## src/rtl/ave_filter_mc.sv

```systemverilog
// Multi-channel block averager, 2^L samples per channel; AVE_FILTER_MC_ROUND_EN selects round-half-up instead of floor.
// Average registered one cycle after the last sample; no backpressure, a sample may arrive every cycle.
module ave_filter_mc #(
  parameter int DATA_WIDTH = 16,
  parameter int NUM_CH     = 4,
  parameter int MAX_LOG2   = 10,
  parameter int SIGNED     = 0,
  localparam int CH_W      = (NUM_CH > 1) ? $clog2(NUM_CH) : 1,
  localparam int LW        = $clog2(MAX_LOG2 + 1)
) (
  input  logic                  clk_data,
  input  logic                  rst_n,
  input  logic                  clear,
  input  logic [LW-1:0]         ave_log2,
  input  logic [DATA_WIDTH-1:0] data_in,
  input  logic [CH_W-1:0]       data_in_ch,
  input  logic                  data_in_valid,
  output logic [DATA_WIDTH-1:0] data_out,
  output logic [CH_W-1:0]       data_out_ch,
  output logic                  data_out_valid,
  output logic                  ch_err
);

  localparam int AW = DATA_WIDTH + MAX_LOG2;
  localparam logic [CH_W:0]   NUM_CH_V = (CH_W + 1)'(NUM_CH);
  localparam logic [LW-1:0]   MAX_LEN  = LW'(MAX_LOG2);

  logic [AW-1:0]       acc [NUM_CH];
  logic [MAX_LOG2-1:0] cnt [NUM_CH];
  logic [LW-1:0]       len [NUM_CH];

  logic                  in_range, accept, last;
  logic [CH_W-1:0]       ch_idx;
  logic [LW-1:0]         req_len, eff_len;
  logic [MAX_LOG2-1:0]   blk_last;
  logic [AW:0]           acc_x, din_x, sum_acc, rnd, sum_out;
  logic [DATA_WIDTH-1:0] avg;

  always_comb begin
    in_range = {1'b0, data_in_ch} < NUM_CH_V;
    accept   = data_in_valid && !clear && in_range;
    ch_idx   = in_range ? data_in_ch : '0;
    req_len  = (ave_log2 > MAX_LEN) ? MAX_LEN : ave_log2;
    // A new block latches the requested length; mid-block the latched one rules.
    eff_len  = (cnt[ch_idx] == '0) ? req_len : len[ch_idx];
    // At eff_len == MAX_LOG2 the shift wraps to zero, giving all-ones as intended.
    blk_last = (MAX_LOG2'(1) << eff_len) - MAX_LOG2'(1);
    last     = (cnt[ch_idx] == blk_last);
    if (SIGNED != 0) begin
      acc_x = {acc[ch_idx][AW-1], acc[ch_idx]};
      din_x = {{(MAX_LOG2 + 1){data_in[DATA_WIDTH-1]}}, data_in};
    end else begin
      acc_x = {1'b0, acc[ch_idx]};
      din_x = {{(MAX_LOG2 + 1){1'b0}}, data_in};
    end
    sum_acc = acc_x + din_x;
    rnd     = '0;
`ifdef AVE_FILTER_MC_ROUND_EN
    if (eff_len != '0) rnd = (AW + 1)'(1) << (eff_len - LW'(1));
`endif
    sum_out = sum_acc + rnd;
    if (SIGNED != 0) avg = DATA_WIDTH'($signed(sum_out) >>> eff_len);
    else             avg = DATA_WIDTH'(sum_out >> eff_len);
  end

  always_ff @(posedge clk_data or negedge rst_n) begin
    if (!rst_n) begin
      data_out       <= '0;
      data_out_ch    <= '0;
      data_out_valid <= 1'b0;
      ch_err         <= 1'b0;
      for (int i = 0; i < NUM_CH; i++) begin
        acc[i] <= '0;
        cnt[i] <= '0;
        len[i] <= '0;
      end
    end else begin
      data_out_valid <= 1'b0;
      ch_err         <= data_in_valid && !clear && !in_range;
      if (clear) begin
        for (int i = 0; i < NUM_CH; i++) begin
          acc[i] <= '0;
          cnt[i] <= '0;
          len[i] <= '0;
        end
      end else if (accept) begin
        len[ch_idx] <= eff_len;
        if (last) begin
          data_out       <= avg;
          data_out_ch    <= ch_idx;
          data_out_valid <= 1'b1;
          acc[ch_idx]    <= '0;
          cnt[ch_idx]    <= '0;
        end else begin
          acc[ch_idx] <= sum_acc[AW-1:0];
          cnt[ch_idx] <= cnt[ch_idx] + MAX_LOG2'(1);
        end
      end
    end
  end

endmodule

```

## config.mk

```make
export PLATFORM = sky130hd
export DESIGN_NAME = ave_filter_mc
export DESIGN_NICKNAME = d
export VERILOG_FILES = /design/src/rtl/ave_filter_mc.sv
export SDC_FILE = /design/constraint.sdc
export NUM_CORES = 1
export LEC_CHECK = 0
export ABC_AREA = 1
export CORE_ASPECT_RATIO = 0.6
export CORE_MARGIN = 8
export CORE_UTILIZATION = 40
export CTS_CLUSTER_DIAMETER = 120
export CTS_CLUSTER_SIZE = 20
export DETAILED_ROUTE_END_ITERATION = 8
export PLACE_DENSITY = 0.62
export SYNTH_ARGS = -nofsm -noshare
export SYNTH_HDL_FRONTEND = slang
export SYNTH_SLANG_ARGS = --single-unit
```

## constraint.sdc

```tcl
create_clock -name clk_data -period 8.98 [get_ports clk_data]
set_input_delay 1.347 -clock clk_data [delete_from_list [all_inputs] [get_ports clk_data]]
set_output_delay 1.347 -clock clk_data [all_outputs]
set_load 0.01 [all_outputs]
```

=== Yosys cells after proc, flatten, opt, wreduce, memory -nomap -nowiden ===
Index checks and enable logic that the tools add are counted.

* $lt $le $gt $ge: 3
* Reductions and logical operators: 6
* Bitwise gates (word level): 6
* Shift operators: 2
* $add $sub $neg: 3
* Equal/unequal tests: 1
* Multiplexer cells: 31

{| class="wikitable"
|+ Operators by type and width
! cell !! count
|-
| 104-bit two-way mux || 3
|-
| 40-bit two-way mux || 3
|-
| 104-bit AND || 1
|-
| 104-bit bitwise mux || 1
|-
| 104-bit NOT || 1
|-
| 26-bit two-way mux || 3
|-
| 26-bit binary-select mux with 2-bit select || 1
|-
| 26-bit demux with 2-bit select || 1
|-
| 40-bit AND || 1
|-
| 40-bit bitwise mux || 1
|-
| 40-bit NOT || 1
|-
| 16-bit two-way mux || 2
|-
| 10-bit two-way mux || 3
|-
| 26-bit by 16-bit adder with 27-bit output || 1
|-
| 27-bit by 4-bit >> shifter with 16-bit output || 1
|-
| 10-bit binary-select mux with 2-bit select || 1
|-
| 10-bit demux with 2-bit select || 1
|-
| 4-bit two-way mux || 5
|-
| 16-bit bitwise mux || 1
|-
| 10-bit by 1-bit adder with 10-bit output (second input constant) || 1
|-
| 10-bit == test || 1
|-
| 10-bit logical NOT || 1
|-
| 1-bit by 4-bit << shifter with 10-bit output (first input constant) || 1
|-
| 10-bit by 2-bit subtractor with 10-bit output (second input constant) || 1
|-
| other kinds (12) || 15
|}

* Bits in registers: 179

=== Depth between registers and ports, before layout ===
Gate-level depths: netlist of run 1.

* Depth in word-level cells: 12
* Depth in mapped cells: 33
* Depth with buffers taken out: 29

=== Least setup slack after synthesis of run 1 ===
Ideal clock, no wire load.

* Kind: input to register
* From: in data_in_ch[0]
* To: reg cnt[28] in the netlist's numbering
* Path slack: 3437 ps
* Stages: 32
* Arrival time: 5426 ps
* Library setup time: 118 ps
* Cells stage by stage: buf_4 > nor2_2 > buf_6 > clkinv_1 > o22ai_1 > a21oi_1 > nand2_1 > inv_1 > ha_1 > inv_1 > nor2_4 > nand3_4 > nand2_1 > nand2_2 > buf_1 > clkbuf_1 > nand3_1 > ha_1 > xnor2_1 > inv_1 > nand3_1 > nor2_1 > nand2_1 > nor2_1 > nand3_1 > nor2_4 > nand2_2 > nand2_2 > inv_2 > buf_2 > nand2_1 > nand2_1

* Longest elaborated chain between the ends: 12
* Elaborated cells between the ends (all ways): 24
* Classes of those cells: add/sub: 2; order compare: 2; eq/ne: 1; shift: 1; mux: 13; bitwise: 3; reduce/logical: 2

{| class="wikitable"
|+ RTL lines
! what !! RTL line !! text
|-
| from (decl) || 16 || <nowiki>input logic [CH_W-1:0] data_in_ch,</nowiki>
|-
| 2-bit NOT with 3-bit output (not written as such) * || - ||
|-
| 10-bit binary-select mux with 2-bit select || 45, 48, 96 ||
|-
| 10-bit two-way mux (not written as such) (2 in a row) || 45, 48, 96 ||
|-
| 10-bit logical NOT || 45 || <nowiki>eff_len = (cnt[ch_idx] == '0) ? req_len : len[ch_idx];</nowiki>
|-
| 4-bit two-way mux || 45 ||
|-
| 1-bit by 4-bit << shifter with 10-bit output || 47 || <nowiki>blk_last = (MAX_LOG2'(1) << eff_len) - MAX_LOG2'(1);</nowiki>
|-
| 10-bit by 2-bit subtractor with 10-bit output || 47 ||
|-
| 10-bit == test || 48 || <nowiki>last = (cnt[ch_idx] == blk_last);</nowiki>
|-
| 40-bit two-way mux * || 88 || <nowiki>if (last) begin</nowiki>
|-
| 40-bit two-way mux * || 86 || <nowiki>end else if (accept) begin</nowiki>
|-
| 40-bit two-way mux * || 80 || <nowiki>if (clear) begin</nowiki>
|-
| to (signal, indexed assignment) || 96 || <nowiki>cnt[ch_idx] <= cnt[ch_idx] + MAX_LOG2'(1);</nowiki>
|-
| to (decl) || 29 || <nowiki>logic [MAX_LOG2-1:0] cnt [NUM_CH];</nowiki>
|}

Mark *: on every way between the ends. The rest lies on a longest branch, timed or not. The select of a mux whose other input is x is not followed.
A chain may end at the register's enable or synchronous reset.

=== Worst setup path in the final report of run 1 ===
* From: in data_in_ch[1]
* To: reg acc[46] in the netlist's numbering

* Longest elaborated chain between the ends: 12
* Elaborated cells between the ends (all ways): 27
* Classes of those cells: add/sub: 2; order compare: 2; eq/ne: 1; shift: 1; mux: 16; bitwise: 3; reduce/logical: 2

{| class="wikitable"
|+ RTL lines
! what !! RTL line !! text
|-
| 2-bit NOT with 3-bit output (not written as such) * || - ||
|-
| 10-bit binary-select mux with 2-bit select || 45, 48 ||
|-
| 10-bit two-way mux (not written as such) (2 in a row) || 45, 48 ||
|-
| 10-bit logical NOT || 45 ||
|-
| 4-bit two-way mux || 45 ||
|-
| 1-bit by 4-bit << shifter with 10-bit output || 47 ||
|-
| 10-bit by 2-bit subtractor with 10-bit output || 47 ||
|-
| 10-bit == test || 48 ||
|-
| 104-bit two-way mux * || 88 ||
|-
| 104-bit two-way mux * || 86 ||
|-
| 104-bit two-way mux * || 80 ||
|-
| to (signal, indexed assignment) || 95 || <nowiki>acc[ch_idx] <= sum_acc[AW-1:0];</nowiki>
|-
| to (decl) || 28 || <nowiki>logic [AW-1:0] acc [NUM_CH];</nowiki>
|}

Marks and branches as above.

==> summary.txt, run 1 <==
Synthesis
  • Post-synth EDFFs: 0
  • Share of the yosys chip area belonging to registers: 32.7%
  • Syn_area_per_cell: 6.39 um^2
  • Async S/R FF share, synth: 100%
  • Post-Syn Area: between 10000 and 15000 um^2
  • Mapped Cells: 2143
  • Synth Warn #: 0
  • Number of register bits inferred by synthesis: around 180
  • Netlist cell types: 49
  • Syn_nets: between 2000 and 2500
  • Post-synth top flop: dfrtp_1

Critical path
  • Crit-path leading delay family: simple AND/OR/NAND/NOR gates
  • Critical path's slowest cell: clkdlybuf4s50_1
  • Setup crit start kind: primary input
  • R2R Path Start: cnt[20]
  • Bufs and invs on worst path: 6
  • Critical R2R Capture: acc[46]
  • Most used cell along the critical path: nand2_1
  • R2R depth: 26
  • Worst endpoint required time: between 9 and 10 ns
  • Crit-path max FO: approximately 40
  • Worst EP arrival: 7.78 ns
  • Worst reg-to-reg setup slack: 3.82 ns
  • Peak per-stage delay on the critical path: ~0.93 ns
  • Class of the most critical setup path: in -> reg
  • Worst setup EP type: flop

Place
  • Dpl cell area: between 10000 and 15000 um^2
  • Inst Count DP: about 2500
  • GPL Wtd Cong: approximately 0.90
  • Post-DP HPWL: 34100 um
  • IO Port Bufs: 44

Final layout
  • Antenna Cells: 0
  • Area delta synth->final: 8.31%
  • Final Non-Filler Cells: 2557
  • Nets: approximately 2100
  • Design area: about 15000 um^2
  • Layout cells sized above 1: under 10%
  • Post-layout util: 44.0%

Power
  • Pwr Total: approximately 0.0022 W
  • VDD IR max: 0.152 mV
  • PwrDens: between 100 and 150 nW/um^2
  • Leak: 7.39 nW

STA
  • Period utilisation layout: between 80 and 90%
  • Final Hold Fails: 0
  • Slew @ Worst Pin: approximately 1.2 ns
  • Slew Viols, Final: 0
  • Unrepaired setup endpoints after global routing: false
  • Setup_tns: 0 ns
  • Clk_skew: ~0.015 ns
  • Final setup fails: 0
  • Relative slew margins: 21.4%
  • Fmax: roughly 140 MHz
  • Fin crit period: between 7 and 8 ns

Route
  • DRT iter0 DRCs: around 2000
  • Final wirelength: a little over 50000 um
  • Vias post-DR: between 10000 and 15000
  • Via-per-instance ratio: 5.78
  • Average wire per standard cell: roughly 20 um
  • Drt pass-1 iters: 6
  • Drc violations: 0
  • Post-DRT Antenna Nets: 0

Floorplan
  • Initial Util: 40.6%
  • I/O Pins: between 40 and 50
  • Row count: 52
  • Die area: roughly 41000 um^2
  • Core area: roughly 34000 um^2
  • Die width: around 250 um
  • DIE HEIGHT: ~160 um

Clock tree
  • Worst skew pair latency: 0.47 ns
  • CTS tree: done
  • CTS H-tree lvls: 4
  • CTS Hold Bufs: 0
  • Cts repair resizes: 0
  • CTS root buf: clkbuf_16
  • Clock slew at reported path FFs: 0.08 ns
  • Setup Fix Bufs, Post-CTS: 0
  • Num CTS Buffers: 17
  • Clock Path Buffers: 2
  • Clock tree sinks: about 180

Min path
  • WHS Endpoint: data_out[3]
  • HP Start: data_out[3]
  • Hold depth: 2
  • Hold crit path type: reg -> reg

Global route
  • First-pass GRT wire length: roughly 81000 um
  • Number of global-route vias before repair: between 10000 and 15000
  • Initial antenna violation count: 0
  • GRT overflow: 0
  • GR Util All Layers: 25.1%
  • Largest net degree at the start of global routing: between 80 and 90

Status
  • Status: completed

Run
  • MaxCap Viol Count: 0
==> area by class of cell <==
cell class / count / area, um^2
fillers: 3597 / 18900
flip-flops and latches: 179 / 4480
repair buffers: 70 / 649
multi-input cells: 1665 / 7970
well taps: 459 / 574
clock inverters: 15 / 169
clock buffers: 17 / 425
inverters: 152 / 573
==> metal layers <==
layer | routed length [um] | vias up | global-route usage, % | part of all wire [%]
met1 | 24300 | 6994 | 39.2 | 47
met5 | 0 | - | 0 | 0
met3 | 6140 | 61 | 7.43 | 12
li1 | - | 6933 | - | -
met4 | 809 | 0 | 6.39 | 1.6
met2 | 20100 | 798 | 32.5 | 39
==> cell usage in the layout, fill, tap and decap left out, types with 2 or more instances in the layout <==
cell type	synthesis	layout
nor2_1	118	116
inv_2	12	14
o22ai_1	20	20
a31oi_1	2	2
xor2_1	15	15
o21bai_1	3	3
o21a_1	2	2
nand2_2	12	13
nand3b_1	3	3
o21ai_0	162	162
o211ai_1	11	11
a21oi_1	150	149
a22o_1	4	4
nand4_1	14	14
mux2i_1	4	4
buf_4	4	26
a21boi_0	3	3
inv_6	0	5
nand2_4	2	2
nor2_2	9	9
or2_2	7	7
nor3_1	6	6
dfrtp_1	179	179
bufinv_16	0	2
inv_1	138	137
nand3_1	320	320
inv_8	0	3
a22oi_1	28	28
nand2_1	713	712
xnor2_1	9	9
ha_1	19	19
o221ai_1	7	7
clkdlybuf4s50_1	0	42
nor2_4	9	11
clkbuf_16	0	17
clkinv_2	0	3
==> cell usage after synthesis, types with 11 or more instances <==
library cell / instances / area share, %
a22oi_1: 28 / 1.5
a21oi_1: 150 / 5.5
dfrtp_1: 179 / 33
nand2_1: 713 / 20
nand2_2: 12 / 0.55
o211ai_1: 11 / 0.60
inv_2: 12 / 0.33
buf_6: 12 / 0.99
clkbuf_1: 76 / 2.1
inv_1: 138 / 3.8
o22ai_1: 20 / 0.91
nand3_1: 320 / 12
xor2_1: 15 / 0.96
nand4_1: 14 / 0.64
nor2_1: 118 / 3.2
buf_1: 14 / 0.38
o21ai_0: 162 / 5.9
ha_1: 19 / 1.7
buf_2: 41 / 1.5
==> how the worst max path moves through the flow <==
stage | from | endpoint | slack (ns) | depth (start not counted)
CTS | data_in_ch[1] | acc[46] | 1.77 | 29
global route | data_in_ch[1] | data_out[9] | 1.09 | 30
global placement | data_in_ch[1] | acc[30] | 1.39 | 29
floorplan | data_in_ch[0] | cnt[28] | 3.44 | 32
finish | data_in_ch[1] | acc[46] | 1.60 | 29
detailed placement | data_in_ch[1] | acc[28] | 1.31 | 29
==> stage by stage <==
stage	hold WS, ns	setup slack, ns
finish	0.486	1.60
global route	0.507	1.09
CTS	0.487	1.77
detailed placement	0.469	1.31
global placement	0.462	1.39
floorplan	0.449	3.44
==> kinds of logic (layout without fill, tap and decap cells) <==
logic type      count (synthesis)  in the layout  synth area share (%)
xor+xnor                       24             24                  1.53
other cells                     1              1                0.0274
flops                         179            179                  32.7
compound gates                397            397                  16.0
simple gates                 1219           1219                  38.2
fa+ha+maj                      20             20                  1.88
buf+inv                       299            254                  9.35
mux                             4              4                 0.292
==> worst min-delay path, stage by stage (launching register included) <==
cell and delay [ns]:
dfrtp_1 0.35, nand2_1 0.05, nand2_1 0.05
==> flip-flops by register name (all words and copies together), names as in the netlist <==
register        count
acc               104
cnt                40
data_out           16
data_out_ch         2
data_out_valid      1
len                16
==> power by group <==
part	switching, W	internal, W	total, W
logic	0.000395	0.000138	0.000532
registers	0.0000162	0.000827	0.000843
clock network	0.000392	0.000420	0.000811
total	0.000802	0.00138	0.00219
Note: power is estimated with default switching activity, not from simulation.
==> inputs of run 2 (changes only) <==
--- a/config.mk
+++ b/config.mk
@@ -12,7 +12,7 @@
 export CTS_CLUSTER_DIAMETER = 120
 export CTS_CLUSTER_SIZE = 20
 export DETAILED_ROUTE_END_ITERATION = 8
-export PLACE_DENSITY = 0.62
+export PLACE_DENSITY = 0.64
 export SYNTH_ARGS = -nofsm -noshare
 export SYNTH_HDL_FRONTEND = slang
 export SYNTH_SLANG_ARGS = --single-unit
==> constraint.sdc (replaced) <==
create_clock -name clk_data -period 6.2 [get_ports clk_data]
set_input_delay 0.93 -clock clk_data [delete_from_list [all_inputs] [get_ports clk_data]]
set_output_delay 0.93 -clock clk_data [all_outputs]
set_load 0.01 [all_outputs]
==> run 2 against run 1 <==
- combinational power grew 49%
- routed wire length up 1.1%
- total power rose by 49%
- first-iteration DRC count grew 10%
- final cell count increased by 0.98%
- register-to-register slack got worse by 2.1 ns
- worst hold slack better by 0.00063 ns
- critical path depth fell by 5
- critical endpoint is now data_out[12]
==> summary.txt, run 2 (same netlist as run 1, synthesis figures left out) <==
Route
  • Final wirelength: 51900 um (+1.1%)
  • Via-per-instance ratio: 5.80 (+0.22%)
  • Average wire per standard cell: 20.1 um (+0.13%)
  • Vias post-DR: 15000 (+1.2%)
  • Drc violations: 0 (unchanged)
  • Post-DRT Antenna Nets: 0 (unchanged)
  • Drt pass-1 iters: 6 (unchanged)
  • DRT iter0 DRCs: 2210 (+10%)

Final layout
  • Final Non-Filler Cells: 2582 (+0.98%)
  • Leading cell type in the layout, fill and taps excluded: nand2_1
  • Post-layout util: 44.8% (+0.82 points)
  • Max FFs per register: 104 (unchanged)
  • FILL cells: 3558 (-1.1%)
  • Commonest cells after routing, fill and taps aside: 712 x nand2_1, 320 x nand3_1, 179 x dfrtp_1
  • Biggest register: acc
  • Largest registers: acc (104), cnt (40)
  • Layout cells sized above 1: 6.97% (+1.1 points)
  • Nets: 2155 (+1.1%)
  • Area delta synth->final: 10.3%

Place
  • Post-DP HPWL: 34100 um (about the same)
  • IO Port Bufs: 44 (unchanged)
  • GPL Wtd Cong: 0.912 (+1.4%)
  • Inst Count DP: 2549 (+0.95%)

Critical path
  • Worst setup EP type: flop
  • Worst EP arrival: 6.09 ns (-1.69 ns)
  • Worst endpoint required time: 6.54 ns (-2.84 ns)
  • Setup crit start kind: primary input
  • R2R depth: 27 (+3.8%)
  • Worst reg-to-reg setup slack: 1.68 ns (-2.14 ns)
  • Class of the most critical setup path: in -> reg
  • R2R Path Start: cnt[20]
  • Crit-path max FO: 29 (-29%)
  • Critical R2R Capture: acc[62]

STA
  • Final Hold Fails: 0 (unchanged)
  • Slew Viols, Final: 0 (unchanged)
  • Fin crit period: 5.76 ns
  • Period utilisation layout: between 90% and 100%
  • Fmax: 174 MHz
  • Final setup fails: 0 (unchanged)
  • Clk_skew: 0.0136 ns (-0.00136 ns)
  • Relative slew margins: 6.51% (-15 points)
  • Unrepaired setup endpoints after global routing: false
  • Setup_tns: 0 ns (unchanged)
  • Slew @ Worst Pin: 1.40 ns (+0.228 ns)

Min path
  • WHS Endpoint: acc[2]
  • Hold depth: 2 (unchanged)
  • HP Start: acc[2]
  • Hold crit path type: reg -> reg

Power
  • Leak: 7.54 nW (+2.0%)
  • PwrDens: 215 nW/um^2 (+46%)
  • VDD IR max: 0.202 mV (+33%)

Clock tree
  • CTS tree: done
  • Clock slew at reported path FFs: 0.08 ns (about the same)
  • Worst skew pair latency: 0.46 ns (about the same)
  • Num CTS Buffers: 17 (unchanged)
  • Clock Path Buffers: 2 (unchanged)
  • CTS root buf: clkbuf_16
  • CTS Hold Bufs: 0 (unchanged)
  • Clock tree sinks: 179 (unchanged)
  • Setup Fix Bufs, Post-CTS: 0 (unchanged)
  • Cts repair resizes: 0 (unchanged)
  • CTS H-tree lvls: 4 (unchanged)

Floorplan
  • Core area: 33700 um^2 (unchanged)
  • Die width: 255 um (unchanged)
  • Row count: 52 (unchanged)
  • Die area: 40600 um^2 (unchanged)
  • Initial Util: 40.6% (unchanged)
  • I/O Pins: 46 (unchanged)
  • DIE HEIGHT: 159 um (unchanged)

Run
  • MaxCap Viol Count: 0 (unchanged)

Global route
  • First-pass GRT wire length: 81100 um (+0.32%)
  • GRT overflow: 0 (unchanged)
  • GR Util All Layers: 25.3% (+0.17 points)
  • Largest net degree at the start of global routing: 119 (+37%)
  • Number of global-route vias before repair: 13600 (+0.65%)
  • Initial antenna violation count: 0 (unchanged)

Status
  • Status: completed
==> run 2: cell count changes in the layout (fill, tap and decap cells not counted), sizes merged <==
| cell | previous run | this run |
|---|---|---|
| buf | 27 | 51 |
| bufinv | 2 | 3 |
| clkbuf | 18 | 19 |
| clkinv | 4 | 3 |
| clkinvlp | 1 | 0 |
| diode | 0 | 1 |
==> run 2: worst max path at each step <==
| stage | start | endpoint | cells after the start |
|---|---|---|---|
| floorplan | data_in_ch[0] | cnt[28] | 32 |
| CTS | data_in_ch[0] | data_out[12] | 24 |
| global placement | data_in_ch[0] | data_out[12] | 24 |
| finish | data_in_ch[0] | data_out[12] | 24 |
| global route | data_in_ch[0] | data_out[12] | 23 |
| detailed placement | data_in_ch[0] | data_out[12] | 24 |
==> run 2: critical path, stage by stage <==
cell             delay, ns
clkdlybuf4s50_1       0.68
buf_4                 0.28
nor2_2                0.14
buf_4                 0.44
inv_2                 0.24
o221ai_1              0.30
ha_1                  0.26
fa_1                  0.22
nand3_1               0.07
nand2_1               0.14
nand3_1               0.09
nand2_1               0.16
nand3_1               0.10
nand2_1               0.33
nand2_1               0.12
xor2_1                0.62
or2_2                 0.24
nand3_1               0.06
nand2_1               0.10
nand2_1               0.07
nand3_1               0.10
nand2_1               0.06
nor3_1                0.25
nor2_1                0.07
==> run 2: area by class of cell <==
| cell class | count | area, um^2 | area share (%) |
|---|---|---|---|
| Tap cell | 459 | 574 | 3.80 |
| Multi-Input combinational cell | 1665 | 7970 | 52.7 |
| Clock inverter | 14 | 211 | 1.40 |
| Clock buffer | 18 | 439 | 2.91 |
| Sequential cell | 179 | 4480 | 29.6 |
| Antenna cell | 1 | 2.50 | 0.0166 |
| Inverter | 152 | 573 | 3.79 |
| Timing Repair Buffer | 94 | 867 | 5.74 |
==> run 2: through the flow <==
step	worst slack [ns]	total power (W)	hold slack (ns)	instance area, um^2
floorplan	1.07	0.00174	0.449	13700
global placement	0.196	0.00201	0.461	14500
detailed placement	0.127	0.00202	0.465	14500
CTS	0.587	0.00325	0.486	15100
global route	0.0729	0.00339	0.506	15100
finish	0.444	0.00326	0.486	15100
==> run 2: per-layer routing <==
metal  vias to the layer above  track usage [%]  wire length, um
met5                         -                0                0
met4                         0             5.36              558
met3                        53             7.91             6460
met2                       847             32.6            20200
met1                      7072             39.8            24700
li1                       6992                -                -
==> run 2: power breakdown <==
group	switching [W]	total [W]	leakage [nW]	internal, W
sequential	0.0000229	0.00122	2.44	0.00120
clock	0.000571	0.00124	0.319	0.000670
combinational	0.000577	0.000794	4.78	0.000217
